File: src/rtl/alu_seq_if.sv
// Request/response bundle for alu_seq: operands and opcode in, registered
// results and busy/done status out.
interface alu_seq_if #(
    parameter int unsigned WIDTH = 8
);
    logic             start;
    logic [2:0]       alucont;
    logic [WIDTH-1:0] a;
    logic [WIDTH-1:0] b;
    logic [WIDTH-1:0] result;
    logic [WIDTH-1:0] hi;
    logic             zero;
    logic             busy;
    logic             done;

    modport master (
        output start, alucont, a, b,
        input  result, hi, zero, busy, done
    );

    modport slave (
        input  start, alucont, a, b,
        output result, hi, zero, busy, done
    );
endinterface

File: src/rtl/alu_seq.sv
// Sequential ALU: single-cycle logic/arith ops, WIDTH-cycle shift-add multiply
// and, when ALU_SEQ_DIV_EN is defined, WIDTH-cycle restoring divide.
module alu_seq #(
    parameter int unsigned WIDTH = 8
) (
    input  logic     clk,
    input  logic     reset_n,
    alu_seq_if.slave bus
);
    localparam int unsigned CW = (WIDTH > 1) ? $clog2(WIDTH) : 1;
    localparam logic [CW-1:0] LAST = CW'(WIDTH - 1);

    localparam logic [2:0] OP_AND = 3'b000;
    localparam logic [2:0] OP_OR  = 3'b001;
    localparam logic [2:0] OP_ADD = 3'b010;
    localparam logic [2:0] OP_MUL = 3'b011;
    localparam logic [2:0] OP_SUB = 3'b110;
    localparam logic [2:0] OP_SLT = 3'b111;
`ifdef ALU_SEQ_DIV_EN
    localparam logic [2:0] OP_DIV = 3'b100;

    typedef enum logic [1:0] {S_IDLE, S_MUL, S_DIV, S_DONE} state_e;
`else
    typedef enum logic [1:0] {S_IDLE, S_MUL, S_DONE} state_e;
`endif

    state_e             state_q;
    logic [WIDTH-1:0]   result_q;
    logic [WIDTH-1:0]   hi_q;
    logic               zero_q;
    logic               busy_q;
    logic               done_q;
    logic [2*WIDTH-1:0] prod_q;
    logic [WIDTH-1:0]   opnd_q;
    logic [CW-1:0]      cnt_q;

    logic               sub_d;
    logic [WIDTH-1:0]   b_eff_d;
    logic [WIDTH-1:0]   sum_d;
    logic               ovf_d;
    logic               slt_d;
    logic [WIDTH-1:0]   alu_d;
    logic [WIDTH:0]     mul_add_d;
    logic [2*WIDTH-1:0] mul_d;

    assign bus.result = result_q;
    assign bus.hi     = hi_q;
    assign bus.zero   = zero_q;
    assign bus.busy   = busy_q;
    assign bus.done   = done_q;

    // Single-cycle datapath works straight off the bus operands at the capture edge.
    always_comb begin
        sub_d   = (bus.alucont == OP_SUB) || (bus.alucont == OP_SLT);
        b_eff_d = sub_d ? ~bus.b : bus.b;
        sum_d   = bus.a + b_eff_d + WIDTH'(sub_d);
        ovf_d   = (bus.a[WIDTH-1] == b_eff_d[WIDTH-1]) && (sum_d[WIDTH-1] != bus.a[WIDTH-1]);
        slt_d   = sum_d[WIDTH-1] ^ ovf_d;
        case (bus.alucont)
            OP_AND:         alu_d = bus.a & bus.b;
            OP_OR:          alu_d = bus.a | bus.b;
            OP_ADD, OP_SUB: alu_d = sum_d;
            OP_SLT:         alu_d = WIDTH'(slt_d);
            default:        alu_d = '0;
        endcase
    end

    // prod_q holds {partial sum, remaining multiplier bits}; one bit consumed per step.
    always_comb begin
        mul_add_d = {1'b0, prod_q[2*WIDTH-1:WIDTH]} + (prod_q[0] ? {1'b0, opnd_q} : '0);
        mul_d     = {mul_add_d, prod_q[WIDTH-1:1]};
    end

`ifdef ALU_SEQ_DIV_EN
    logic [WIDTH:0]     div_shift_d;
    logic [WIDTH:0]     div_trial_d;
    logic               div_ok_d;
    logic [2*WIDTH-1:0] div_d;

    // prod_q holds {remainder, dividend/quotient}; a zero divisor always "fits",
    // which naturally yields quotient all-ones and remainder equal to a.
    always_comb begin
        div_shift_d = {prod_q[2*WIDTH-1:WIDTH], prod_q[WIDTH-1]};
        div_trial_d = div_shift_d - {1'b0, opnd_q};
        div_ok_d    = ~div_trial_d[WIDTH] || (opnd_q == '0);
        div_d       = div_ok_d ? {div_trial_d[WIDTH-1:0], prod_q[WIDTH-2:0], 1'b1}
                               : {div_shift_d[WIDTH-1:0], prod_q[WIDTH-2:0], 1'b0};
    end
`endif

    always_ff @(posedge clk or negedge reset_n) begin
        if (!reset_n) begin
            state_q  <= S_IDLE;
            result_q <= '0;
            hi_q     <= '0;
            zero_q   <= 1'b1;
            busy_q   <= 1'b0;
            done_q   <= 1'b0;
            prod_q   <= '0;
            opnd_q   <= '0;
            cnt_q    <= '0;
        end else begin
            case (state_q)
                S_IDLE: begin
                    done_q <= 1'b0;
                    if (bus.start) begin
                        cnt_q <= '0;
                        case (bus.alucont)
                            OP_MUL: begin
                                prod_q  <= {{WIDTH{1'b0}}, bus.b};
                                opnd_q  <= bus.a;
                                busy_q  <= 1'b1;
                                state_q <= S_MUL;
                            end
`ifdef ALU_SEQ_DIV_EN
                            OP_DIV: begin
                                prod_q  <= {{WIDTH{1'b0}}, bus.a};
                                opnd_q  <= bus.b;
                                busy_q  <= 1'b1;
                                state_q <= S_DIV;
                            end
`endif
                            default: begin
                                result_q <= alu_d;
                                hi_q     <= '0;
                                zero_q   <= (alu_d == '0);
                                done_q   <= 1'b1;
                                state_q  <= S_DONE;
                            end
                        endcase
                    end
                end
                S_MUL: begin
                    prod_q <= mul_d;
                    cnt_q  <= cnt_q + CW'(1);
                    if (cnt_q == LAST) begin
                        result_q <= mul_d[WIDTH-1:0];
                        hi_q     <= mul_d[2*WIDTH-1:WIDTH];
                        zero_q   <= (mul_d[WIDTH-1:0] == '0);
                        busy_q   <= 1'b0;
                        done_q   <= 1'b1;
                        state_q  <= S_DONE;
                    end
                end
`ifdef ALU_SEQ_DIV_EN
                S_DIV: begin
                    prod_q <= div_d;
                    cnt_q  <= cnt_q + CW'(1);
                    if (cnt_q == LAST) begin
                        result_q <= div_d[WIDTH-1:0];
                        hi_q     <= div_d[2*WIDTH-1:WIDTH];
                        zero_q   <= (div_d[WIDTH-1:0] == '0);
                        busy_q   <= 1'b0;
                        done_q   <= 1'b1;
                        state_q  <= S_DONE;
                    end
                end
`endif
                S_DONE: begin
                    done_q  <= 1'b0;
                    state_q <= S_IDLE;
                end
                default: begin
                    busy_q  <= 1'b0;
                    done_q  <= 1'b0;
                    state_q <= S_IDLE;
                end
            endcase
        end
    end
endmodule

File: src/flat_wrapper.sv
// flat-port wrapper written by rule: the top's interface ports become plain ports
module alu_seq_flat 
#(
    parameter int unsigned WIDTH = 8
)
  (clk, reset_n, bus_start, bus_alucont, bus_a, bus_b, bus_result, bus_hi, bus_zero, bus_busy, bus_done);
  alu_seq_if #(.WIDTH(WIDTH)) bus_i ();
  input  logic clk;
  input  logic reset_n;
  input wire logic [$bits(bus_i.start)-1:0] bus_start;
  input wire logic [$bits(bus_i.alucont)-1:0] bus_alucont;
  input wire logic [$bits(bus_i.a)-1:0] bus_a;
  input wire logic [$bits(bus_i.b)-1:0] bus_b;
  output wire logic [$bits(bus_i.result)-1:0] bus_result;
  output wire logic [$bits(bus_i.hi)-1:0] bus_hi;
  output wire logic [$bits(bus_i.zero)-1:0] bus_zero;
  output wire logic [$bits(bus_i.busy)-1:0] bus_busy;
  output wire logic [$bits(bus_i.done)-1:0] bus_done;
  assign bus_i.start = bus_start;
  assign bus_i.alucont = bus_alucont;
  assign bus_i.a = bus_a;
  assign bus_i.b = bus_b;
  assign bus_result = bus_i.result;
  assign bus_hi = bus_i.hi;
  assign bus_zero = bus_i.zero;
  assign bus_busy = bus_i.busy;
  assign bus_done = bus_i.done;
  alu_seq #(.WIDTH(WIDTH)) u_core (.clk(clk), .reset_n(reset_n), .bus(bus_i));
endmodule
File: config.mk
export PLATFORM = sky130hd
export DESIGN_NAME = alu_seq_flat
export DESIGN_NICKNAME = d
export VERILOG_FILES = /design/src/rtl/alu_seq_if.sv /design/src/rtl/alu_seq.sv /design/src/flat_wrapper.sv
export SDC_FILE = /design/constraint.sdc
export NUM_CORES = 1
export LEC_CHECK = 0
export ABC_AREA = 1
export BUFFER_PORTS_ARGS = -buffer_cell sky130_fd_sc_hd__buf_4
export CORE_MARGIN = 10
export CORE_UTILIZATION = 60
export CTS_BUF_LIST = sky130_fd_sc_hd__clkbuf_8
export DETAILED_ROUTE_END_ITERATION = 10
export GPL_TIMING_DRIVEN = 0
export PLACE_DENSITY = 0.82
export SLEW_MARGIN = 20
export SYNTH_ARGS = -nofsm -noshare
export SYNTH_HDL_FRONTEND = slang
export SYNTH_SLANG_ARGS = --single-unit
File: constraint.sdc
create_clock -name clk -period 2.55 [get_ports clk]
set_clock_uncertainty 0.15 [all_clocks]
set_input_delay 0 -clock clk [delete_from_list [all_inputs] [get_ports clk]]
set_output_delay 0 -clock clk [all_outputs]
set_load 0.02 [all_outputs]
# ---- Yosys cells after proc, flatten, opt, wreduce, memory -nomap -nowiden
# Cells that the tools add are included.
dict set report totals {
  ff_bits 48
  in_bits 22
}
dict set report classes {
  n_reduce_logical 14
  n_addsub 4
  bitwise 5
  eq_ne 14
  n_mux 32
}
# cell count
set ops {}
lappend ops {{2-to-1 mux 8 bit} 8}
lappend ops {{2-to-1 mux 16 bit} 2}
lappend ops {{one-hot mux 16 bit (2 select lines)} 1}
lappend ops {{one-hot mux 8 bit (2 select lines)} 2}
lappend ops {{one-hot mux 8 bit (4 select lines)} 1}
lappend ops {{zero test 8 bit} 2}
lappend ops {{adder 8 x 9 -> 9 bit} 1}
lappend ops {{== test 3 bit (second input constant)} 3}
lappend ops {{2-to-1 mux 1 bit} 9}
lappend ops {{adder 8 x 1 -> 8 bit} 1}
lappend ops {{adder 8 bit} 1}
lappend ops {{AND 8 bit} 1}
lappend ops {{inverter 8 bit} 1}
lappend ops {{bitwise OR 8 bit} 1}
lappend ops {{AND reduction 4 bit} 2}
lappend ops {{== test 3 x 2 -> 1 bit (second input constant)} 2}
lappend ops {{2-to-1 mux 2 bit} 3}
lappend ops {{inequality test 2 bit (second input constant)} 3}
lappend ops {{one-hot mux 3 bit (2 select lines)} 1}
lappend ops {{AND reduction 3 bit} 2}
lappend ops {{one-hot mux 1 bit (2 select lines)} 2}
lappend ops {{one-hot mux 2 bit (2 select lines)} 1}
lappend ops {{AND reduction 2 bit} 2}
lappend ops {{adder 3 x 1 -> 3 bit (second input constant)} 1}
lappend ops {{16 further kinds} 16}

# ---- Logic depth before layout (Yosys ltp)
# Gate-level depths: netlist (run 1).
dict set report logic_depth {
  word_depth 13
  ltp_mapped 16
  ltp_nobuf 15
}

# ---- Worst setup path after synthesis (run 1)
# No wires, ideal clock.
dict set report synth_path {
  kind {reg-to-reg}
  from {reg u_core.prod_q[0]}
  to {reg u_core.hi_q[5], in the netlist u_core.bus.hi[5]}
  period_less_slack_ps 2107
  path_slack_ps 443
  path_stages_with_launch 13
  setup_ps 83
  t_arrival_ps 1874
  t_required_ps 2317
  path_cell_list {dfrtp_1 -> clkbuf_1 -> nand2_1 -> inv_1 -> ha_1 -> fa_1 -> nand3_1 -> nand2_1 -> a21oi_1 -> o21bai_1 -> a21oi_1 -> o21ai_0 -> o21ai_0}
}
dict set report synth_between {
  elab_chain_len 4
}
# item line
set synth_lines {}
lappend synth_lines {{from (decl)} alu_seq.sv:33} ;# logic [2*WIDTH-1:0] prod_q;
lappend synth_lines {{from (signal assigned)} alu_seq.sv:110} ;# prod_q <= {{WIDTH{1'b0}}, bus.b};
lappend synth_lines {{from (signal assigned)} alu_seq.sv:134} ;# prod_q <= mul_d;
lappend synth_lines {{2-to-1 mux 8 bit} alu_seq.sv:70} ;# mul_add_d = {1'b0, prod_q[2*WIDTH-1:WIDTH]} + (prod_q[0] ? {1'b0, opnd_q} : '0);
lappend synth_lines {{adder 8 x 9 -> 9 bit} alu_seq.sv:70}
lappend synth_lines {{2-to-1 mux 8 bit} alu_seq.sv:136} ;# if (cnt_q == LAST) begin
lappend synth_lines {{one-hot mux 8 bit (2 select lines)} alu_seq.sv:103} ;# case (state_q)
lappend synth_lines {{to (signal assigned)} alu_seq.sv:138} ;# hi_q <= mul_d[2*WIDTH-1:WIDTH];
lappend synth_lines {{to (decl)} alu_seq.sv:29} ;# logic [WIDTH-1:0] hi_q;
# No other way between the ends. The select of a mux whose other input is x is not followed.
# A chain may end at the register's enable or synchronous reset.

# ---- Worst setup path after layout (run 1)
# Ends and elaborated chain as after synthesis.

==> results.txt, run 1 <==
The critical path is of the flip-flop to flip-flop type. For this run, design rule violations remaining after detail routing come to 0. Across the VDD grid, the largest voltage drop is 418.9 uV. The final setup TNS came out at 0 ns.

The most common cell in the synthesized netlist is sky130_fd_sc_hd__nand2_1. The initial core utilization came out at 61.69%. The ratio of routed vias to standard cells is 5.432.

The number of nets in the synthesized netlist is 466. Relative to the synthesized area, the layout overhead comes to 22.16%. The share of cell area taken by muxes after synthesis is 0.3574%. The transition time at the pin with the least slew margin came out at 0.6173 ns. The number of vias after detailed routing is 3042. The number of global-route vias before repair came to 3165.

Along the worst hold path, the cell count comes to 6. The element type at the critical path end is a flip-flop. Routability-driven placement finished with a final weighted congestion of 0.9049.

The detail-routed net length per standard cell is roughly 15 um. The number of input and output port buffers inserted came out at 39. Counting flops with a built-in enable in the synthesized netlist gives 0.

The number of cells in the finished layout apart from fillers is 560. The TritonCTS sink count came out at 48. After synthesis, flip-flops and latches occupy 38.17% of the total area. The library cell occupying the most area in the post-synthesis netlist is sky130_fd_sc_hd__dfrtp_1. The synthesized netlist devotes 13.50% of its cell area to compound gates.

The minimum clock period came out at 2.336 ns. Of all nets on the critical path, the largest fanout is 9. By count the netlist is led by 130 x sky130_fd_sc_hd__nand2_1, 54 x sky130_fd_sc_hd__inv_1, 47 x sky130_fd_sc_hd__dfrtp_1.

The total iterations of the first detailed-routing run is 5. For this run, the top clock speed supported by timing is 0.4281 GHz. The row count is 26. The total wirelength of the detailed-routed design came out at about 8400 um. Power spread over the standard cell area amounts to between 800 and 900 nW/um^2. The number of buffers inserted during clock tree synthesis came out at 5.

The reported leakage power came out at 2.112 nW. After synthesis, the largest family of logic cells by area is simple AND/OR/NAND/NOR gates. The flow ran to the end, and the final reports show no timing, DRC or antenna violations. STA puts the critical path data required time at 2.63 ns. STA classifies the critical path startpoint as a flip-flop. The post-synthesis share of cell area spent on xor and xnor gates came out at 1.668%. CTS placed an instance of sky130_fd_sc_hd__clkbuf_8 at the clock tree root. The average instance area after synthesis came out at 7.430 um^2. Of all flip-flops after synthesis, the portion carrying an async set or reset was 100.0%.

Global routing consumed, over all layers together, 21.00% of the routing resources. Once detail routing completed, the nets flagged for antenna violations numbered 0. The number of slew-limit violations in the final report is 0.

The synthesized-area fraction occupied by and/or/nand/nor cells is roughly 29%. The number of antenna violations at the first check in global routing came out at 0. The cell total after placement is between 500 and 600. The number of synthesized register bits came out at 48. Setup violations remaining at the end of the flow were counted as 0. Data arrives at the worst endpoint at 2.41 ns. The share of synthesized area in the top cell type comes to 37.33%.

Of the total synthesized cell area, the portion taken by full adders, half adders and majority gates is 8.419%. The tightest min-delay check is of the input pin to flip-flop type. The logic depth of the worst register-to-register path is 11. The total global routing overflow came out at 0.

The clock latency on the worst-skew pair came out at 0.30 ns. The first global-routing pass estimated 14950 um of wire. After clock tree synthesis, the clock-pin slew on the worst setup and hold paths is 0.08 ns. The relative slew slack came out at 58.69%. The vertical extent of the die came out at approximately 90 um. Entering global routing, the biggest net connects between 40 and 50 pins. 0 antenna diodes ended up in the layout. The horizontal extent of the die came out at just over 90 um. Setup repair after global routing left no endpoint under its margin. The count of endpoints failing hold in the final timing report came out at 0. TritonCTS built the clock tree. The synthesized netlist cell count came out at 424.

The number of violations reported at the end of detailed-routing iteration 0 came out at 208. The half-perimeter wire length of the detailed placement result is 6322 um. The synthesized cell area is 3151 um^2. The most used flip-flop cell after synthesis is sky130_fd_sc_hd__dfrtp_1.

The area enclosed by the die boundary came out at roughly 8500 um^2. The number of nets in the finished design came out at 533. During I/O placement, the number of pins put on the boundary was 41.

The area of the placeable core came out at 5107 um^2. Counting distinct cell types in the post-synthesis netlist gives 37. The H-tree was split into 2 levels.

The layout cell share with drive strength beyond 1 came out at 15.31%. By area the synthesized netlist is led by sky130_fd_sc_hd__dfrtp_1 37%, sky130_fd_sc_hd__nand2_1 15%, sky130_fd_sc_hd__ha_1 7.1%. The post-route fraction of the period consumed by the critical path came out at 91.61%. The number of violations of the max-capacitance limit came out at 0. For this run, the number of Yosys warnings is 0.

The maximum buffer depth of the clock tree is 2.
-- state kept, by name, summed over array words and instances (netlist names) --
name and flops:
u_core.bus.busy 1, u_core.bus.done 1, u_core.bus.hi 8, u_core.bus.result 8, u_core.bus.zero 1, u_core.cnt_q 3, u_core.opnd_q 8, u_core.prod_q 16
u_core.state_q 2
-- placed cells by master (no fill, tap or decap), types with 3 or more instances in the layout --
cell,count
sky130_fd_sc_hd__nand2_2,4
sky130_fd_sc_hd__nand4_1,4
sky130_fd_sc_hd__nor2_1,35
sky130_fd_sc_hd__clkbuf_8,5
sky130_fd_sc_hd__a31oi_1,18
sky130_fd_sc_hd__o21ai_2,4
sky130_fd_sc_hd__xor2_1,5
sky130_fd_sc_hd__o21ai_0,18
sky130_fd_sc_hd__ha_1,18
sky130_fd_sc_hd__nand3_1,21
sky130_fd_sc_hd__nor2_4,3
sky130_fd_sc_hd__inv_1,54
sky130_fd_sc_hd__buf_4,39
sky130_fd_sc_hd__buf_6,3
sky130_fd_sc_hd__dlygate4sd3_1,22
sky130_fd_sc_hd__nand2_1,130
sky130_fd_sc_hd__o21ai_1,6
sky130_fd_sc_hd__a21oi_1,20
sky130_fd_sc_hd__dfrtp_1,47
sky130_fd_sc_hd__buf_2,3
-- worst max-delay path, stage by stage, from the launching register on --
cell	delay (ns)
sky130_fd_sc_hd__dfrtp_1	0.49
sky130_fd_sc_hd__nand2_1	0.10
sky130_fd_sc_hd__inv_1	0.05
sky130_fd_sc_hd__ha_1	0.20
sky130_fd_sc_hd__fa_1	0.42
sky130_fd_sc_hd__nand3_1	0.09
sky130_fd_sc_hd__nand2_1	0.11
sky130_fd_sc_hd__a21oi_1	0.16
sky130_fd_sc_hd__o21bai_1	0.09
sky130_fd_sc_hd__a21oi_1	0.12
sky130_fd_sc_hd__o21ai_0	0.13
sky130_fd_sc_hd__o21ai_1	0.15
-- where the power goes --
group	switching, mW	total [mW]	leakage [nW]	internal (mW)
clock network	0.245	0.526	0.0501	0.282
registers	0.207	1.26	0.606	1.05
logic	0.971	1.60	1.46	0.629
-- routing by layer --
layer / up-vias / global-route usage (%) / wire [um] / share of wire, %
li1: 1504 / - / - / -
met1: 1390 / 26.44 / 3637 / 43
met2: 118 / 34.12 / 3912 / 47
met3: 30 / 2.744 / 471 / 5.6
met4: 0 / 11.57 / 352 / 4.2
met5: - / 0 / 0 / 0
-- timing repair --
item	in CTS	in global routing
setup buffers	0	0
gates resized for setup	0	2
hold buffers	22	0
endpoints found under the hold margin	67	0
endpoints found under the setup margin	0	3
-- through the flow --
step,power [mW],setup slack (ns),cell area [um^2],hold WS [ns],utilization (%)
detailed placement,2.770,0.1168,3531,-0.09763,69.13
global placement,2.703,0.2725,3531,-0.1052,69.13
floorplan,2.256,0.4431,3151,-0.4456,-
CTS,3.376,0.09963,3850,0.001454,75.38
global route,3.653,0.03156,3849,0.07754,75.36
finish,3.385,0.2140,3849,0.01667,75.36
-- path summary, 6_finish.rpt --
| kind | start | slack [ns] | end |
|---|---|---|---|
| max | u_core.prod_q[0] | 0.21 | u_core.bus.hi[5] |
| min | bus_alucont[1] | 0.02 | u_core.bus.result[4] |
| max reg2reg | u_core.prod_q[0] | 0.21 | u_core.bus.hi[5] |
| min reg2reg | u_core.state_q[0] | 0.33 | u_core.bus.busy |
| max in group asynchronous | reset_n | 1.74 | u_core.bus.result[0] |
| min in group asynchronous | reset_n | 0.11 | u_core.prod_q[12] |
-- cell families (layout without fill, tap and decap cells) --
kind of cell | after synthesis | after routing
simple gates | 210 | 210
compound gates | 73 | 73
buf+inv | 66 | 132
flops | 48 | 48
fa+ha+maj | 20 | 20
xor+xnor | 6 | 6
mux | 1 | 1
-- final cells by class --
type                            count  area (um^2)
Multi-Input combinational cell    310         1674
Tap cell                           70        87.58
Clock inverter                      1        30.03
Clock buffer                        5        68.82
Inverter                           57        216.5
Fill cell                         406         1259
Buffer                              8        56.30
Timing Repair Buffer               61        513.0
Sequential cell                    48         1202
Note: power is estimated with default switching activity, not from simulation.
==> run 2, diff against run 1 <==
- ABC_AREA: 1 -> 0
- PLACE_DENSITY: 0.82 -> 0.83
==> run 2 against run 1 <==
  * Worst hold slack gained 0.0052 ns
  * Worst setup slack lost 0.12 ns
  * Maximum frequency shrank 5.0%
  * Register-to-register slack lost 0.12 ns
  * Via count shrank 12%
  * First-iteration DRC count shrank 17%
  * Die area shrank 3.1%
  * Wire length shrank 8.1%
  * Global-route usage shrank 3.0 points
  * Critical path depth shrank 2
  * Count of clock-buffer cells in the layout grew 2
==> results.txt, run 2 <==
The area enclosed by the die boundary is 8286 um^2. Synthesis handed over a netlist of 342 instances. The footprint of the multi-input gates is 1810 um^2. After synthesis, the most frequently instantiated cells are 67 x sky130_fd_sc_hd__nand2_1, 47 x sky130_fd_sc_hd__dfrtp_1, 34 x sky130_fd_sc_hd__o21ai_0. The highest achievable clock rate is between 0.4 and 0.5 GHz. Among all stages on the critical path, the largest delay is contributed by sky130_fd_sc_hd__dfrtp_1. The share of the core filled with cells came out at 78.62%.

The placer's final routability congestion estimate came out at approximately 0.9. The number of synthesized register bits is 48. The most frequent cell after synthesis is sky130_fd_sc_hd__nand2_1. The largest single stage delay on the critical path is 0.40 ns.

In this run the power density over the cells is about 770 nW/um^2. The path class of the tightest hold or removal check is input pin to flip-flop. Clock tree synthesis found a total of between 40 and 50 sinks. The half-perimeter wire length of the detailed placement result is 5712 um. The final hold slack is 0.02183 ns. In this run the most critical hold path is launched from bus_alucont[2]. The region available for standard cell placement spans 4817 um^2. Counting flops with an async set or reset pin after synthesis yields a share of between 90% and 100%. The number of nets with antenna violations after detailed routing is 0. The number of buffers inserted during clock tree synthesis is 5. The most used flip-flop cell after synthesis is sky130_fd_sc_hd__dfrtp_1.

TritonCTS built the clock tree. The area of placed instances came out at 3381 um^2. The count of endpoints failing hold in the final timing report is 0.

The number of vias after detailed routing is 2683. The minimum clock period came out at 2.460 ns. The top register by number of flip-flops is u_core.prod_q.

On the critical path the largest part of the delay comes from compound AO/OA/AOI/OAI gates. The global router's overall resource usage came out at 17.99%. The number of nets produced by synthesis came out at between 300 and 400. Entering global routing, the biggest net connects 49 pins. The worst hold path terminates at u_core.bus.zero.

The largest fanout on the critical path came out at 2. The critical register-to-register path startpoint is u_core.opnd_q[1]. For the worst-skew pair, the clock arrives at the later sink with an insertion delay of 0.30 ns. The row count is 25. The DRC violation count after routing is 0. The logic depth of the worst register-to-register path came out at 9. The summed area of non-filler cells in the final layout came out at between 3000 and 4000 um^2. The portion of the post-synthesis area used by sequential elements came out at roughly two fifths. The post-route fraction of the period consumed by the critical path came out at 96.47%. The number of cells on the worst hold path is 3. The number of flops mapped to enable cells by yosys is 0. The count of cell types in the netlist is 48.

The total iterations of the first detailed-routing run is 4. The number of global-route vias before repair was 2584. In the layout the commonest cells are 66 x sky130_fd_sc_hd__nand2_1, 46 x sky130_fd_sc_hd__dfrtp_1, 41 x sky130_fd_sc_hd__buf_4.

During synthesis, Yosys emitted a total of 0 warnings. The terminus of the critical flop-to-flop path is u_core.bus.hi[6]. The total wirelength of the detailed-routed design came out at 7697 um. The number of slew-limit violations in the final report came out at 0. The cell total after placement is 445.

The maximum buffer depth of the clock tree came out at 2. After the flow finishes, the layout carries non-filler instances totaling approximately 470. The detail-routed net length per standard cell is 16.27 um. The total inserted antenna cells is 0. Counting the fill cells in the layout gives 362. From bottom edge to top edge, the die measures 91.03 um.

The depth of the critical timing path with buffers and inverters included came out at 9. In the final layout, the share of cells above drive strength 1 is 20.94%. Walking the worst path, the cells encountered are and2_1 -> ha_1 -> a21o_1 -> a21oi_2 -> o21bai_2 -> a2111oi_4 -> nor3_1 -> xor2_1 -> a22o_1. The number of buffer and inverter instances along the worst setup path is 0. The register with the most flip-flops in the layout has 16 of them. sky130_fd_sc_hd__dfrtp_1 takes more of the synthesized area than any other cell. At the pin with the least slew margin, the transition time is about 0.65 ns. Dividing the synthesized area by the synthesized cell count gives 8.850 um^2.

The count of buffers added on input and output ports is 36. The number of H-tree levels is 2. Pin placement for this block handled 41 I/O pins. The worst pin sits at a relative slew slack of 56.24%. The total global routing overflow came out at 0.

The horizontal extent of the die is 91.03 um. The share of the synthesized area in the top cell type is 38.86%. Compared with the post-synthesis result, the final layout area differs by 25.13%.

The type of the worst setup path is flip-flop to flip-flop. The initial core utilization is between 60% and 70%. In the post-synthesis netlist, the biggest area contributors are sky130_fd_sc_hd__dfrtp_1 39%, sky130_fd_sc_hd__nand2_1 8.3%, sky130_fd_sc_hd__ha_1 7.4%. The clock root buffer is sky130_fd_sc_hd__clkbuf_8.

The detailed router finished its first iteration with 173 violations. Leaving out fill and tap cells, the most frequent cell in the layout is sky130_fd_sc_hd__nand2_1. The critical path data required time is 2.59 ns. The mapped netlist covers a little over 3000 um^2. The data arrival time at the worst-slack endpoint came out at between 2 and 3 ns. The flow ran to the end, and the final reports show no timing, DRC or antenna violations. The clock edge transition at the registers on the reported setup and hold paths is 0.10 ns. The number of nets in the finished design is 447.

The area used by sequential logic in the layout is around 1200 um^2. Dividing the detail-routed via count by the number of cells gives about 5.7. The worst-case IR drop observed on VDD is 471.8 uV. The worst reg-to-reg setup slack came out at around 0.090 ns. The number of violations of the max-capacitance limit came out at 0. The first global-routing pass estimated 12440 um of wire. Summed over all cells, the static leakage comes to 1.752 nW. The critical path launch point type is a flip-flop.

The element type at the critical path end is a flip-flop. The number of antenna violations at the first check in global routing came out at 0. The setup-violating endpoint count in the final report came out at 0.
-- run 2: logic make-up (layout without fill, tap and decap cells) --
group | after synthesis | count (layout) | share of synthesized area (%)
AO/OA/AOI/OAI | 88 | 88 | 18.23
XOR/XNOR | 16 | 16 | 4.630
adder cells (fa/ha/maj) | 26 | 26 | 10.75
buffers and inverters | 24 | 88 | 3.307
flip-flops | 48 | 48 | 39.73
multiplexers | 11 | 11 | 4.010
AND/OR/NAND/NOR | 129 | 129 | 19.35
-- run 2: cell type report --
cell class / count / area share, %
Multi-Input combinational cell: 270 / 47.80
Clock buffer: 7 / 2.544
Buffer: 16 / 1.850
Inverter: 8 / 0.7929
Sequential cell: 48 / 31.78
Clock inverter: 1 / 0.7929
Timing Repair Buffer: 56 / 12.22
Tap cell: 67 / 2.213
-- run 2: report_power, final --
part | internal [mW] | leakage, nW | switching, mW
clock | 0.346 | 0.0645 | 0.262
combinational | 0.525 | 1.08 | 0.643
sequential | 0.983 | 0.609 | 0.145
-- run 2: worst reg2reg max path, stage by stage, from the launching register on --
cell	delay, ns
sky130_fd_sc_hd__dfrtp_1	0.40
sky130_fd_sc_hd__and2_1	0.20
sky130_fd_sc_hd__ha_1	0.30
sky130_fd_sc_hd__a21o_1	0.21
sky130_fd_sc_hd__a21oi_2	0.18
sky130_fd_sc_hd__o21bai_2	0.12
sky130_fd_sc_hd__a2111oi_4	0.31
sky130_fd_sc_hd__nor3_1	0.10
sky130_fd_sc_hd__xor2_1	0.18
sky130_fd_sc_hd__a22o_1	0.20
-- run 2: repair_timing --
action,CTS,global route
gates resized for setup,5,19
hold endpoints to repair,64,0
hold buffers,17,0
buffers inserted,1,2
setup endpoints to repair,5,11
pin swaps,0,7
-- run 2: worst max-delay path by stage --
stage / from / to / slack, ns
floorplan: bus_alucont[1] / u_core.bus.result[7] / 0.13
global placement: bus_alucont[2] / u_core.bus.result[0] / -0.24
detailed placement: bus_alucont[2] / u_core.bus.result[0] / -0.25
CTS: u_core.opnd_q[1] / u_core.bus.hi[6] / 0.02
global route: bus_a[1] / u_core.bus.zero / -0.003
finish: u_core.opnd_q[1] / u_core.bus.hi[6] / 0.09
-- run 2: through the flow --
stage	TNS [ns]	total power, mW	setup slack (ns)
floorplan	0	1.851	0.1308
global placement	-0.8186	2.148	-0.2420
detailed placement	-1.144	2.194	-0.2526
CTS	0	2.844	0.01702
global route	-0.003581	3.077	-0.002608
finish	0	2.905	0.09000
-- run 2: per-layer routing --
layer / vias to the layer above / GRT usage, % / wire length [um]
met1: 1281 / 21.83 / 3208
met2: 76 / 31.26 / 3881
li1: 1314 / - / -
met3: 12 / 2.798 / 482
met4: 0 / 6.789 / 125
met5: - / 0 / 0
